`src/rtl/mix_columns_seq.sv`:
```
// Iterative AES MixColumns / InvMixColumns engine.
// One shared datapath sweeps COLS_PER_CYC columns of the state per cycle.
module mix_columns_seq #(
   parameter int COLS_PER_CYC = 1
) (
   input  logic         clk,
   input  logic         rst_n,
   input  logic         in_valid,
   output logic         in_ready,
   input  logic [127:0] in_data,
   input  logic         in_bypass,
   input  logic         in_inv,
   output logic         out_valid,
   input  logic         out_ready,
   output logic [127:0] out_data,
   output logic         busy
);

   localparam int NPASS = 4 / COLS_PER_CYC;

   typedef enum logic [1:0] {IDLE, BUSY, DONE} state_t;

   state_t       st;
   state_t       st_nxt;
   logic [1:0]   col_cnt;
   logic [127:0] data_q;
   logic         inv_q;
   logic         accept;
   logic         last;
   logic [31:0]  mixed [COLS_PER_CYC];

   function automatic logic [7:0] xt(input logic [7:0] b);
      return {b[6:0], 1'b0} ^ (b[7] ? 8'h1b : 8'h00);
   endfunction

   // Inverse coefficients e/b/d/9 are sums of the x2/x4/x8 chain.
   function automatic logic [31:0] mix_col(input logic [31:0] c,
                                           input logic inv);
      logic [7:0] s  [4];
      logic [7:0] x2 [4];
      logic [7:0] x4 [4];
      logic [7:0] x8 [4];
      logic [7:0] r  [4];
      logic [1:0] j1, j2, j3;
      for (int i = 0; i < 4; i++) begin
         s[i]  = c[31-8*i -: 8];
         x2[i] = xt(s[i]);
         x4[i] = xt(x2[i]);
         x8[i] = xt(x4[i]);
      end
      for (int i = 0; i < 4; i++) begin
         j1 = 2'(i + 1);
         j2 = 2'(i + 2);
         j3 = 2'(i + 3);
         if (!inv)
            r[i] = x2[i] ^ x2[j1] ^ s[j1] ^ s[j2] ^ s[j3];
         else
            r[i] = (x8[i] ^ x4[i] ^ x2[i])
                 ^ (x8[j1] ^ x2[j1] ^ s[j1])
                 ^ (x8[j2] ^ x4[j2] ^ s[j2])
                 ^ (x8[j3] ^ s[j3]);
      end
      return {r[0], r[1], r[2], r[3]};
   endfunction

   assign accept    = in_valid & in_ready;
   assign last      = (int'(col_cnt) == NPASS - 1);
   assign out_valid = (st == DONE);
   assign busy      = (st == BUSY);
   assign out_data  = data_q;

   always_comb begin
      for (int j = 0; j < COLS_PER_CYC; j++)
         mixed[j] = mix_col(
            data_q[32*(3 - (int'(col_cnt)*COLS_PER_CYC + j)) +: 32],
            inv_q);
   end

   always_ff @(posedge clk or negedge rst_n) begin
      if (!rst_n)
         st <= IDLE;
      else
         st <= st_nxt;
   end

   always_comb begin
      st_nxt   = st;
      in_ready = 1'b0;
      unique case (st)
         IDLE: begin
            in_ready = 1'b1;
            if (in_valid)
               st_nxt = in_bypass ? DONE : BUSY;
         end
         BUSY: begin
            if (last)
               st_nxt = DONE;
         end
         DONE: begin
            in_ready = out_ready;
            if (out_ready)
               st_nxt = !in_valid ? IDLE : (in_bypass ? DONE : BUSY);
         end
         default: st_nxt = IDLE;
      endcase
   end

   always_ff @(posedge clk or negedge rst_n) begin
      if (!rst_n) begin
         data_q  <= '0;
         inv_q   <= 1'b0;
         col_cnt <= '0;
      end else if (accept) begin
         data_q  <= in_data;
         inv_q   <= in_inv;
         col_cnt <= '0;
      end else if (st == BUSY) begin
         for (int j = 0; j < COLS_PER_CYC; j++)
            data_q[32*(3 - (int'(col_cnt)*COLS_PER_CYC + j)) +: 32]
               <= mixed[j];
         col_cnt <= col_cnt + 2'd1;
      end
   end

endmodule

```
`config.mk`:
```
export PLATFORM = sky130hd
export DESIGN_NAME = mix_columns_seq
export DESIGN_NICKNAME = d
export VERILOG_FILES = /design/src/rtl/mix_columns_seq.sv
export SDC_FILE = /design/constraint.sdc
export NUM_CORES = 1
export LEC_CHECK = 0
export ABC_AREA = 1
export CORE_ASPECT_RATIO = 0.8
export CORE_MARGIN = 8
export CORE_UTILIZATION = 30
export CTS_BUF_LIST = sky130_fd_sc_hd__clkbuf_4 sky130_fd_sc_hd__clkbuf_8
export CTS_CLUSTER_DIAMETER = 120
export DETAILED_ROUTE_END_ITERATION = 12
export DONT_BUFFER_PORTS = 1
export GPL_ROUTABILITY_DRIVEN = 0
export MAX_ROUTING_LAYER = met4
export PLACE_DENSITY = 0.47
export SLEW_MARGIN = 20
export SYNTH_ARGS = -nofsm -noshare
export SYNTH_HDL_FRONTEND = slang
export SYNTH_SLANG_ARGS = --single-unit
```
`constraint.sdc`:
```
create_clock -name clk -period 3.7 [get_ports clk]
set_input_delay 0.74 -clock clk [delete_from_list [all_inputs] [get_ports clk]]
set_output_delay 0.74 -clock clk [all_outputs]
set_load 0.005 [all_outputs]
```
==> results.json <==
{
  "maxCapViolCount": 0,
  "drc_errors": 0,
  "firstDrtPassIters": 6,
  "cts_sinks": 133,
  "syn_area_per_cell_sq_um": 6.29,
  "crit_path_top_delay_cell": "xnor2_1",
  "worstMarginPinSlew_ps": 845,
  "clk_pin_slew_worst_paths_ps": 110,
  "die_h_um": 204,
  "async_flop_share_pct": 100,
  "synth_fp_nets": 2240,
  "ys_top_cells_by_area": "nand2_1 27%, dfrtp_1 25%, nand3_1 12%, xor2_1 6.0%, xnor2_1 3.5%",
  "dp_hpwl_mm": 52.0,
  "cpPeakStageDelay_ps": 560,
  "cts_made_buffers": 17,
  "initial_utilization_pct": 30.5,
  "cp_cell_sequence": "buf_4 > nand2_1 > nand3_1 > nand2_2 > nand2_2 > nand2_2 > nand2_1 > nand2_2 > xnor2_1 > nand2_1 > nand2_1 > o21ai_1 > nand3_1 > nand4_1 > o21bai_1",
  "ys.warnings.count": 0,
  "critPathArrivalTime_ps": 4030,
  "critPathCaptureType": "register",
  "violations": "hold timing",
  "first_global_vias": 13792,
  "finalCritPeriodShare_pct": 98.2,
  "antenna_cells": 0,
  "portBuffers": 0,
  "slew-limit-headroom_pct": 43.7,
  "grt_usage_pct": 25.8,
  "synth_cells": 2102,
  "drv_slew": 0,
  "drt_iter0_drc": 2021,
  "placed_cell_area_sq_mm": 0.0138,
  "ys_types": 44,
  "grt_max_degree": 134,
  "design_area_sq_mm": 0.0142,
  "htree_levels": 4,
  "synth-main-ff-cell": "dfrtp_1",
  "crit_type": "register to register",
  "fmax_mhz": 275,
  "antenna_found_initial": 0,
  "crit_fanout": 43,
  "finalHoldWorstSlack_ps": -70.0,
  "drt.antenna.violating_nets": 0,
  "final_nets": 2204,
  "clock_latency_ps": 490,
  "die-area_sq_mm": 0.0511,
  "status": "complete, but fails checks",
  "gr-total-overflow": 0,
  "worstPathRequired_ps": 4090,
  "drive_gt1_share_pct": 10.5,
  "synthTopCellsByCount": "959 x nand2_1, 325 x nand3_1, 133 x dfrtp_1",
  "num_rows": 68,
  "n_fill_cell": 4808,
  "synth-edff-count": 0,
  "tritoncts": "built",
  "period_minus_slack_ps": 3630,
  "finalSetupTns_ps": 0,
  "hold_class": "primary input to asynchronous set/reset pin",
  "postCtsSetupBuffers": 0,
  "wl_mm": 66.2,
  "yosysSeqAreaShare_pct": 25.2,
  "synth_top_cell_by_area": "nand2_1",
  "pin_count": 265,
  "cts_buffer_depth": 2,
  "yosys.cell_count.top_type": "nand2_1",
  "fin_skew_ps": 38.5,
  "yosys_register_bits": 133,
  "coreArea_sq_mm": 0.0433,
  "synth_top_area_share_pct": 27.2,
  "cts-root-buf": "clkbuf_8",
  "vias": 14724,
  "avgViaCountPerCell": 5.58,
  "synth_area_sq_mm": 0.0132,
  "die_w_um": 251,
  "finalSetupViolCount": 0,
  "cp-start-kind": "register",
  "grt_first_pass_wirelength_mm": 96.2,
  "synthToLayoutAreaGrowth_pct": 7.50,
  "rsz0062_at_grt": "no",
  "wl_per_cell_um": 25.1,
  "hold_violations": 61
}
## timing repair
| item | 4_1_cts | 5_1_grt |
|---|---|---|
| setup endpoints to repair | 0 | 2 |
| gates resized for setup | 0 | 1 |
| hold endpoints to repair | 133 | 133 |
## registers in the layout (all words and copies together) (netlist names)
signal,count
out_data,128
col_cnt,2
st,2
inv_q,1
## cell usage in the layout (no fill, tap or decap), drive strengths merged
cell type and n:
nand2 1045, nand2b 1, nand3b 8, inv 104, dfrtp 133, nor4 1, a21o 5, xnor2 64
clkbuf 19, nor3 3, a22oi 1, o21ai 30, clkinv 7, o21a 1, o22ai 3, nor2 19
ha 4, nand3 338, nand4 56, a21oi 15, o21bai 59, bufinv 3, or2 16, o211ai 9
xor2 97, buf 38
## worst max-delay path, delay by kind of cell, from the launching register on
kind | cells | cell delay (ps)
XOR/XNOR | 1 | 560
AO/OA/AOI/OAI | 2 | 290
buffers and inverters | 1 | 410
flip-flops | 1 | 390
AND/OR/NAND/NOR | 11 | 1850
## final timing paths
| kind | startpoint | slack [ps] | end | depth (start not counted) |
|---|---|---|---|---|
| min in group clk | in_inv | 360 | inv_q | 2 |
| max in group asynchronous | rst_n | 3420 | out_data[74] | 0 |
| worst min register to register | out_data[25] | 590 | out_data[25] | 2 |
| worst max register to register | col_cnt[0] | 70 | out_data[106] | 15 |
| worst max-delay path | col_cnt[0] | 70 | out_data[106] | 15 |
| worst min-delay path | rst_n | -70 | out_data[62] | 0 |
## cell families (layout without fill, tap and decap cells)
kind of cell	count (synthesis)	after routing	share of synthesized area [%]
compound gates	123	123	6.20
simple gates	1487	1487	49.7
flops	133	133	25.2
xor+xnor	161	161	11.8
buf+inv	194	171	6.72
fa+ha+maj	4	4	0.378
## layout make-up
cell class,instances,area [sq um],area share (%)
multi-input combinational,1775,9040,63.6
sequential,133,3330,23.4
inverter,101,385,2.71
clock inverter,13,170,1.20
tap,560,701,4.93
clock buffer,19,255,1.80
timing repair buffer,38,335,2.36
## stage by stage
step	utilization, %	hold WS, ps	std cells	setup slack [ps]
after floorplan	-	444	2102	916
after global placement	31.8	449	2607	160
after detailed placement	31.8	450	2607	197
after CTS	32.8	-90.2	2639	177
after global routing	32.8	-94.7	2639	47.1
final	32.8	-70.0	2639	65.6
## metal layers
layer / vias to the layer above / track usage [%] / share of wire, %
met1: 7082 / 34.9 / 44
met5: - / - / 0
met2: 812 / 37.8 / 43
li1: 6707 / - / -
met4: 0 / 7.20 / 2.6
met3: 123 / 6.37 / 10
Power is left out: the tool's default activity adds up to more than one toggle a clock period on the data nets, which glitch-free logic cannot reach.
